[src/rtl/rtc_arbiter.sv]
// rtc_arbiter: round-robin arbiter/sequencer sharing one RTC among NREQ
// requesters. Each grant issues a one-cycle rtc_on, waits RD_LAT cycles,
// captures r_data and returns it with a one-cycle done pulse.
// Build macro RTC_ARB_ALARM_LATCH_EN: alarm_irq becomes a sticky,
// rising-edge-set interrupt cleared by alarm_clr; otherwise alarm_irq is
// simply alarm delayed by one flop.
module rtc_arbiter #(
    parameter int NREQ   = 4,
    parameter int RD_LAT = 1
) (
    input  logic                                 clk,
    input  logic                                 resetn,
    input  logic                                 arb_en,
    input  logic [NREQ-1:0]                      req,
    input  logic [2*NREQ-1:0]                    req_op,
    input  logic [32*NREQ-1:0]                   req_wdata,
    output logic [NREQ-1:0]                      done,
    output logic [31:0]                          rdata,
    output logic                                 busy,
    output logic [((NREQ > 1) ? $clog2(NREQ) : 1)-1:0] gnt_id,
    output logic                                 rtc_on,
    output logic [1:0]                           operation,
    output logic [31:0]                          w_data,
    input  logic [31:0]                          r_data,
    input  logic                                 alarm,
    input  logic                                 alarm_clr,
    output logic                                 alarm_irq
);

    localparam int IW = (NREQ > 1) ? $clog2(NREQ) : 1;

    localparam logic [1:0] IDLE  = 2'd0;
    localparam logic [1:0] ISSUE = 2'd1;
    localparam logic [1:0] WAIT  = 2'd2;
    localparam logic [1:0] RESP  = 2'd3;

    localparam logic [2:0]      LAT_LOAD = 3'(RD_LAT - 1);
    localparam logic [NREQ-1:0] ONE_HOT0 = NREQ'(1);

    logic [1:0]    state;
    logic [IW-1:0] last;
    logic [2:0]    cnt;
    logic [IW-1:0] winner;
    logic [IW-1:0] cand;
    logic          any_req;

    // Round-robin pick: first active request after the previous winner, wrapping
    always_comb begin
        winner  = last;
        cand    = '0;
        any_req = 1'b0;
        for (int i = 1; i <= NREQ; i++) begin
            cand = IW'((int'(last) + i) % NREQ);
            if (!any_req && req[cand]) begin
                winner  = cand;
                any_req = 1'b1;
            end
        end
    end

    // Transaction sequencer: IDLE -> ISSUE -> WAIT -> RESP -> IDLE
    always_ff @(posedge clk or negedge resetn) begin
        if (!resetn) begin
            state     <= IDLE;
            last      <= IW'(NREQ - 1);
            gnt_id    <= '0;
            cnt       <= '0;
            rtc_on    <= 1'b0;
            busy      <= 1'b0;
            done      <= '0;
            operation <= 2'b00;
            w_data    <= '0;
            rdata     <= '0;
        end else begin
            rtc_on <= 1'b0;
            done   <= '0;
            case (state)
                IDLE: begin
                    // Operands are sampled only here; later changes are ignored.
                    if (arb_en && any_req) begin
                        gnt_id    <= winner;
                        last      <= winner;
                        operation <= req_op[{winner, 1'b0} +: 2];
                        w_data    <= req_wdata[{winner, 5'd0} +: 32];
                        rtc_on    <= 1'b1;
                        busy      <= 1'b1;
                        state     <= ISSUE;
                    end
                end
                ISSUE: begin
                    cnt   <= LAT_LOAD;
                    state <= WAIT;
                end
                WAIT: begin
                    // r_data is captured for every op, not only reads.
                    if (cnt == 3'd0) begin
                        rdata <= r_data;
                        done  <= ONE_HOT0 << gnt_id;
                        state <= RESP;
                    end else begin
                        cnt <= cnt - 3'd1;
                    end
                end
                RESP: begin
                    busy  <= 1'b0;
                    state <= IDLE;
                end
                default: state <= IDLE;
            endcase
        end
    end

`ifdef RTC_ARB_ALARM_LATCH_EN
    logic alarm_prev;

    // Sticky interrupt set on alarm rising edge; set beats a same-cycle clear
    always_ff @(posedge clk or negedge resetn) begin
        if (!resetn) begin
            alarm_prev <= 1'b0;
            alarm_irq  <= 1'b0;
        end else begin
            alarm_prev <= alarm;
            if (alarm && !alarm_prev) begin
                alarm_irq <= 1'b1;
            end else if (alarm_clr) begin
                alarm_irq <= 1'b0;
            end
        end
    end
`else
    logic unused_alarm_clr;
    assign unused_alarm_clr = alarm_clr;

    // Interrupt is the alarm level delayed by one flop
    always_ff @(posedge clk or negedge resetn) begin
        if (!resetn) begin
            alarm_irq <= 1'b0;
        end else begin
            alarm_irq <= alarm;
        end
    end
`endif

endmodule

[config.mk]
export PLATFORM = sky130hd
export DESIGN_NAME = rtc_arbiter
export DESIGN_NICKNAME = d
export VERILOG_FILES = /design/src/rtl/rtc_arbiter.sv
export SDC_FILE = /design/constraint.sdc
export NUM_CORES = 1
export LEC_CHECK = 0
export BUFFER_PORTS_ARGS = -buffer_cell sky130_fd_sc_hd__buf_4
export CAP_MARGIN = 15
export CORE_UTILIZATION = 45
export CTS_CLUSTER_DIAMETER = 100
export DETAILED_ROUTE_END_ITERATION = 10
export GPL_TIMING_DRIVEN = 1
export PLACE_DENSITY_LB_ADDON = 0.08
export SLEW_MARGIN = 20
export SYNTH_ARGS = -nofsm -noshare
export SYNTH_HDL_FRONTEND = slang
export SYNTH_SLANG_ARGS = --single-unit
export TNS_END_PERCENT = 1
[constraint.sdc]
create_clock -name clk -period 2.45 [get_ports clk]
set_input_delay 0.1225 -clock clk [delete_from_list [all_inputs] [get_ports clk]]
set_output_delay 0.1225 -clock clk [all_outputs]
set_load 0.01 [all_outputs]
## After elaboration in Yosys (flattened, before gate mapping)

Cells that the tools add are included.

- Register bits: 82
- Bits of input ports: 177
- Output and inout port bits: 75
- Word-level logic and storage cells: 72

- Add/sub/neg operators: 5
- Magnitude comparators: 4
- Equality and inequality tests: 6
- Shift-type cells: 3
- Muxes and demuxes: 27
- Reductions and logical operators: 16

Operators with widths:

| operator | number |
|---|---|
| indexed part select 128 x 8 -> 32 bit | 1 |
| < comparator 2 x 3 -> 1 bit (second input constant) | 4 |
| 2-to-1 mux 2 bit | 6 |
| 2-to-1 mux 1 bit | 11 |
| AND reduction 2 bit | 5 |
| binary-select mux 1 bit (select 2 bit) | 4 |
| 2-to-1 mux 4 bit | 2 |
| case mux 2 bit (4 select lines) | 1 |
| indexed part select 8 x 4 -> 2 bit | 1 |
| inequality test 2 bit (second input constant) | 3 |
| case mux 3 bit (2 select lines) | 1 |
| adder 2 x 1 -> 2 bit (second input constant) | 2 |
| adder 2 bit (second input constant) | 2 |
| == test 2 bit (second input constant) | 2 |
| logical AND 1 bit | 4 |
| nonzero test 2 bit | 2 |
| << shifter 1 x 2 -> 4 bit (first input constant) | 1 |
| logical NOT 1 bit | 3 |
| logical NOT 3 bit | 1 |
| 2-to-1 mux 3 bit | 1 |
| subtractor 3 x 1 -> 3 bit (second input constant) | 1 |
| == test 2 x 1 -> 1 bit (second input constant) | 1 |
| logical NOT 2 bit | 1 |
| case mux 1 bit (2 select lines) | 1 |

## Logic depth before layout (Yosys ltp)

Gate-level depths: netlist of run 1.

- Depth after elaboration: 16
- Mapped depth: 8
- Mapped depth without buffers: 7

## Worst setup path after synthesis of run 1

OpenSTA, ideal clock, no wires.

- Path type: register to register
- Start point: reg cnt[0]
- End point: reg rdata[10]
- Library setup time: 0.125 ns
- Arrival: 1.718 ns
- Data required time: 2.325 ns
- Path slack: 0.608 ns
- Cell stages (with the launch flop): 7
- Path buffers: 1
- Period minus slack after synthesis: 1.842 ns
- Cells stage by stage: dfrtp_1 inv_1 ha_1 ha_1 nand2_1 clkbuf_1 mux2_2

- Word-level cells in the longest chain between the ends: 2

Ends and longest elaborated chain:

| element | RTL line | RTL |
|---|---|---|
| start: declaration | 42 | `logic [2:0] cnt;` |
| start signal: assignment | 101 | `cnt <= cnt - 3'd1;` |
| logical NOT 3 bit | 96 | `if (cnt == 3'd0) begin` |
| AND reduction 2 bit (no source line) | -- |  |
| end signal: assignment | 97 | `rdata <= r_data;` |
| end: declaration | 18 | `output logic [31:0] rdata,` |

No other way between the ends.
A chain may end at the register's enable or synchronous reset.

## Worst setup path after layout of run 1

- Start point: reg last[0]
- End point: reg w_data[1]

- Word-level cells in the longest chain between the ends: 15
- Elaborated cells between the ends (all ways): 29
- Those cells by class: add/sub: 4; shift: 1; mux: 16; reduce/logical: 8

Ends and longest elaborated chain:

| element | RTL line | RTL |
|---|---|---|
| start: declaration | 41 | `logic [IW-1:0] last;` |
| start signal: assignment | 65 | `last <= IW'(NREQ - 1);` |
| start signal: assignment | 82 | `last <= winner;` |
| branches (longest 15 deep; another with adder 2 x 1 -> 2 bit) | -- |  |
| end signal: assignment | 84 | `w_data <= req_wdata[{winner, 5'd0} +: 32];` |
| end: declaration | 23 | `output logic [31:0] w_data,` |

Several ways; the timed one is not identified. The select of a mux whose other input is x is not followed.

==> results of run 1 <==
sequential cells by signal (all words and copies together) (netlist names):
register,flops
cnt,3
done,4
busy,1
w_data,32
last,2
operation,2
state,2
rdata,32
gnt_id,2
rtc_on,1
alarm_irq,1
worst max path at each step:
stage / end / slack [ps]
4_1_cts: w_data[26] / 50
3_3_place_gp: w_data[1] / -80
2_1_floorplan: rdata[10] / 610
6_report: w_data[1] / 160
3_5_place_dp: w_data[23] / 80
5_1_grt: w_data[1] / 20
stage by stage:
stage	hold slack (ps)	power [mW]
final	6.09	7.76
after global routing	6.56	8.20
after CTS	1.11	7.70
after detailed placement	237	6.62
after global placement	232	6.48
after floorplan	-173	4.95
critical path, cell delays in order (launching register included):
cell	delay, ps
dfstp_2	560
nor2b_1	80
o21ai_4	160
and3_2	280
buf_4	540
mux2i_1	190
a221oi_1	360
final cells by class:
type / instances / share of cell area
Clock inverter: 4 / 0.00701
Inverter: 39 / 0.0205
Sequential cell: 82 / 0.288
Multi-Input combinational cell: 262 / 0.314
Timing Repair Buffer: 297 / 0.326
Clock buffer: 12 / 0.0217
Tap cell: 133 / 0.0233
synth_stat cells (all sizes together):
library cell,number,area share
or3,1,0.0013
mux2i,34,0.073
a31oi,33,0.044
a211oi,2,0.0032
o21bai,1,0.0040
and4,1,0.0019
a21oi,4,0.0043
nand2b,1,0.0013
nor2,43,0.038
o21ai,6,0.0089
ha,7,0.019
nor2b,4,0.0054
or4,1,0.0024
inv,39,0.032
o32ai,33,0.062
dfrtp,80,0.43
clkbuf,17,0.015
and3,2,0.0027
nand3,3,0.0054
a21o,2,0.0032
nor3b,2,0.0032
mux2,32,0.078
nor3,1,0.0011
o31ai,3,0.0048
a221oi,33,0.10
a21boi,1,0.0016
dfstp,2,0.011
nand2,10,0.0081
and2,1,0.0013
buf,16,0.032
logic make-up after synthesis:
| kind of cell | count (synthesis) | share of synthesized area |
|---|---|---|
| mux | 66 | 0.151 |
| simple gates | 70 | 0.0722 |
| fa+ha+maj | 7 | 0.0189 |
| flops | 82 | 0.442 |
| compound gates | 118 | 0.238 |
| buf+inv | 72 | 0.0778 |
power breakdown:
part / switching [mW] / total, mW / internal [mW]
logic: 2.18 / 4.31 / 2.13
clock network: 0.506 / 1.03 / 0.526
registers: 0.404 / 2.41 / 2.01
what timing repair did:
item | in CTS | in global routing
gates resized for setup | 0 | 0
hold buffers | 30 | 2
endpoints found under the hold margin | 76 | 2
endpoints found under the setup margin | 0 | 9
layer usage:
metal,share of wire,routed length [um],global-route usage,up-vias
li1,-,-,-,2125
met1,0.38,6020,0.325,2221
met2,0.52,8200,0.517,182
met3,0.070,1110,0.0711,35
met4,0.030,467,0.123,0
met5,0,0,0,-
==> impl_metrics.ini, run 1 <==
[status]
run_status = finished, final reports clean

[grt]
grt_max_degree = 83
global_route_wire_length_before_repair_mm = 24.7
globalRouteOverflowTotal = 0
first_global_vias = 4999
grt_antenna_before_repair = 0
grtUsageTotal = 0.289

[cells_and_area]
drive_above_1_share = 0.507
fillCellCount = 731
finish.net_count = 875
most_common_library_cell_in_the_layout_ignoring_fill_and_taps = buf_4
area_growth_syn_to_layout_pct = 53.6
fin_cells = 829
finalInstanceArea_um2 = 7140
num_antenna_cells = 0
area_taken_by_multi_input_logic_gates_um2 = 2240
commonest_cells_after_routing_fill_and_taps_aside = 263 x buf_4, 80 x dfrtp_1, 41 x nor2_1
seq_area_um2 = 2050
layout.core_utilization = 0.720

[sta]
period_needed_ps = 2290
clock.fmax_ghz = 0.436
ratio_of_final_minimum_period_to_clock_period = 0.935
totalNegativeSetupSlack_ps = 0
setup-violations-final = 0
max_slew.worst_pin.slew_ps = 970
worst_slack_ps = 158
slew_headroom = 0.353
final_hold_viol_count = 0
final-max-slew-violation-count = 0
final.setup_skew_ps = 7.71
rsz0062_at_grt = no

[setup_path]
critical_path_class = register to register
cp-start-kind = register
critical_path.max_fanout = 36
worst-endpoint-arrival_ps = 2540
worst_setup_path_end_kind = register
rr_worst_depth = 6
ff2ff_setup_slack_ps = 160
worst_ep_required_time_ps = 2700
critical_path.reg2reg.endpoint = w_data[1]
crit-reg2reg-launch = last[0]
cp-startpoint = last[0]

[hold_path]
worstHoldPathType = input port to register
hold_path_depth = 2
hold-path-endpoint = rdata[2]
holdCritStartpoint = r_data[2]

[synth]
synthesis.area_um2 = 4650
yosysUniqueCellTypes = 41
ys.warnings.count = 0
synthCells = 415
yosysSeqAreaShare = 0.442
yosys_register_bits = 82
synth_nets = 599
post_synth.cell_area_avg_um2 = 11.2

[clock_network]
cts_setup_buffers = 0
cts.path.max_buffers = 2
numCtsBuffers = 9
cell_chosen_for_the_clock_root = clkbuf_8
clock_insertion_delay_worst_skew_ps = 360
cts.sinks = 82
htree_num_levels = 3
cts.clk_slew.worst_paths_ps = 80
tritoncts_clock_tree = done

[routing]
postRouteWirelength_mm = 15.8
drt-wirelength-per-cell_um = 19.1
detail-route-antenna-nets = 0
drc_errors = 0
dr.pass1.iters = 4
detailedRoute.firstIterationViolations = 210
viasPerCell = 5.50
route.vias.total = 4563

[floorplanning]
floorplan_core_area_um2 = 9910
die-area_um2 = 10700
ioPinCount = 252
die_height_um = 104
start_util = 0.469
rows = 36
chip_width_um = 104

[placed_design]
port_buffers = 250
dp_hpwl_mm = 10.4
placed_cells_incl_taps = 780
dpl_cell_area_um2 = 6600
globalplace.congestion = 0.789
pre_cts_ws_ps = 80.4

[power_and_ir_drop]
pwr_cell_area_nw_per_um2 = 1090
power.static_leakage_nw = 3.49
vdd_drop_max_mv = 0.655

[run]
max_cap_violations = 0
Note: power is estimated with default switching activity, not from simulation.
==> inputs of run 2 (changes only) <==
--- a/config.mk
+++ b/config.mk
@@ -5,11 +5,12 @@
 export SDC_FILE = /design/constraint.sdc
 export NUM_CORES = 1
 export LEC_CHECK = 0
-export BUFFER_PORTS_ARGS = -buffer_cell sky130_fd_sc_hd__buf_4
 export CAP_MARGIN = 15
-export CORE_UTILIZATION = 45
+export CORE_AREA = 2 2 97 99
 export CTS_CLUSTER_DIAMETER = 100
 export DETAILED_ROUTE_END_ITERATION = 10
+export DIE_AREA = 0 0 99 101
+export DONT_BUFFER_PORTS = 1
 export GPL_TIMING_DRIVEN = 1
 export PLACE_DENSITY_LB_ADDON = 0.08
 export SLEW_MARGIN = 20
==> run 2 against run 1 <==
Via count fell by 16%. Clock power rose by 7%. Maximum frequency rose by 3.5%. Wire length fell by 11%. Register-to-register slack improved by 80 ps. First-iteration DRC count fell by 38%. Final cell count fell by 28%. Critical path depth did not move. Design area fell by 21%. Combinational power fell by 35%. Critical path type unchanged.
==> impl_metrics.ini, run 2 (synthesis gave the netlist of run 1 again) <==
[setup_path]
critical_path_class = register to register
critical_path.max_fanout = 21
worst_setup_path_end_kind = register
crit_chain = nor2b_1, or3_1, nand2_1, nor2_4, buf_4, a221oi_2
critical-path-top-delay-family = simple AND/OR/NAND/NOR gates
worst-endpoint-arrival_ps = 2440
crit_slowest_cell = nor2_4
worst_ep_required_time_ps = 2680
crit_path_max_incr_delay_ps = 610
timing.critical_path.buf_inv = 1
cp-start-kind = register

[floorplanning]
rows = 35
chip_width_um = 99
ioPinCount = 252
die_height_um = 101
floorplan_core_area_um2 = 8980
die-area_um2 = 10000
start_util = 0.517

[power_and_ir_drop]
power.static_leakage_nw = 2.46
total_power_mw = 6.70
vdd_drop_max_mv = 0.557
pwr_cell_area_nw_per_um2 = 1190

[routing]
detail-route-antenna-nets = 0
viasPerCell = 6.44
route.vias.total = 3819
dr.pass1.iters = 4
drt-wirelength-per-cell_um = 23.8
postRouteWirelength_mm = 14.1
detailedRoute.firstIterationViolations = 130
drc_errors = 0

[clock_network]
cts.path.max_buffers = 2
clock_insertion_delay_worst_skew_ps = 360
tritoncts_clock_tree = done
cts.sinks = 82
htree_num_levels = 3
cts.clk_slew.worst_paths_ps = 80
numCtsBuffers = 9
cell_chosen_for_the_clock_root = clkbuf_8

[sta]
whs_ps = 36.0
slew_headroom = 0.489
worst_slack_ps = 236
final_hold_viol_count = 0
rsz0062_at_grt = no
max_slew.worst_pin.slew_ps = 764
setup-violations-final = 0
period_needed_ps = 2210
final-max-slew-violation-count = 0
final.setup_skew_ps = 11.1
clock.fmax_ghz = 0.452
totalNegativeSetupSlack_ps = 0
ratio_of_final_minimum_period_to_clock_period = 0.904

[run]
max_cap_violations = 0

[grt]
grtUsageTotal = 0.283
first_global_vias = 4257
grt_antenna_before_repair = 0
grt_max_degree = 83
global_route_wire_length_before_repair_mm = 22.1
globalRouteOverflowTotal = 0

[placed_design]
dp_hpwl_mm = 8.77
dpl_cell_area_um2 = 4700
placed_cells_incl_taps = 508
pre_cts_ws_ps = 195
globalplace.congestion = 0.773
port_buffers = 0

[cells_and_area]
fin_cells = 593
layout_top_registers = rdata x32, w_data x32, done x4
layout.core_utilization = 0.626
finish.net_count = 661
drive_above_1_share = 0.214
finalInstanceArea_um2 = 5620
most_common_library_cell_in_the_layout_ignoring_fill_and_taps = dfrtp_1
num_antenna_cells = 0
area_growth_syn_to_layout_pct = 21.0
commonest_cells_after_routing_fill_and_taps_aside = 80 x dfrtp_1, 68 x dlygate4sd3_1, 41 x nor2_1
fillCellCount = 678

[status]
run_status = finished, final reports clean

[hold_path]
worstHoldPathType = input port to register
[run 2: cell count changes in the layout (fill, tap and decap cells not counted)]
cell / before / now
buf_4: 263 / 14
dlygate4sd3_1: 32 / 68
clkbuf_8: 11 / 9
buf_16: 0 / 1
buf_6: 1 / 0
bufinv_16: 1 / 2
clkinv_4: 0 / 1
clkinvlp_4: 2 / 1
inv_6: 0 / 1
nor2_2: 1 / 0
[run 2: cell type report]
type                            instances  area, um^2  share of cell area
Inverter                               39         146              0.0260
Multi-Input combinational cell        261        2230               0.397
Clock buffer                           10         128              0.0227
Sequential cell                        82        2050               0.365
Tap cell                              111         139              0.0247
Timing Repair Buffer                   84         833               0.148
Clock inverter                          6        90.1              0.0160
[run 2: worst paths after layout]
check                                    start  cells past startpoint  slack (ps)         end
worst max register to register         last[0]                      6         240  w_data[30]
min in group asynchronous               resetn                      2         320   w_data[4]
worst max-delay path                   last[0]                      6         240  w_data[30]
worst min register to register          cnt[0]                      1         500      cnt[0]
max in group asynchronous               resetn                      2        1710     last[0]
worst min-delay path            req_wdata[104]                      2          40   w_data[8]
[run 2: routing by layer]
metal / track usage / share of wire
met1: 0.322 / 0.36
met2: 0.507 / 0.53
met3: 0.0867 / 0.097
met4: 0.0938 / 0.015
met5: 0 / 0
[run 2: what timing repair did]
action,CTS,global route
hold buffers,69,0
setup buffers,0,0
hold endpoints to repair,150,0
gates resized for setup,0,0
[run 2: report_power, final]
part	switching, mW	internal (mW)
clock	0.522	0.578
sequential	0.797	2.01
combinational	1.51	1.29
total	2.82	3.87
[run 2: worst reg2reg max path: stages, from the launching register on]
cell and delay (ps):
dfstp_2 390, nor2b_1 240, or3_1 220, nand2_1 140, nor2_4 610, buf_4 400
a221oi_2 110
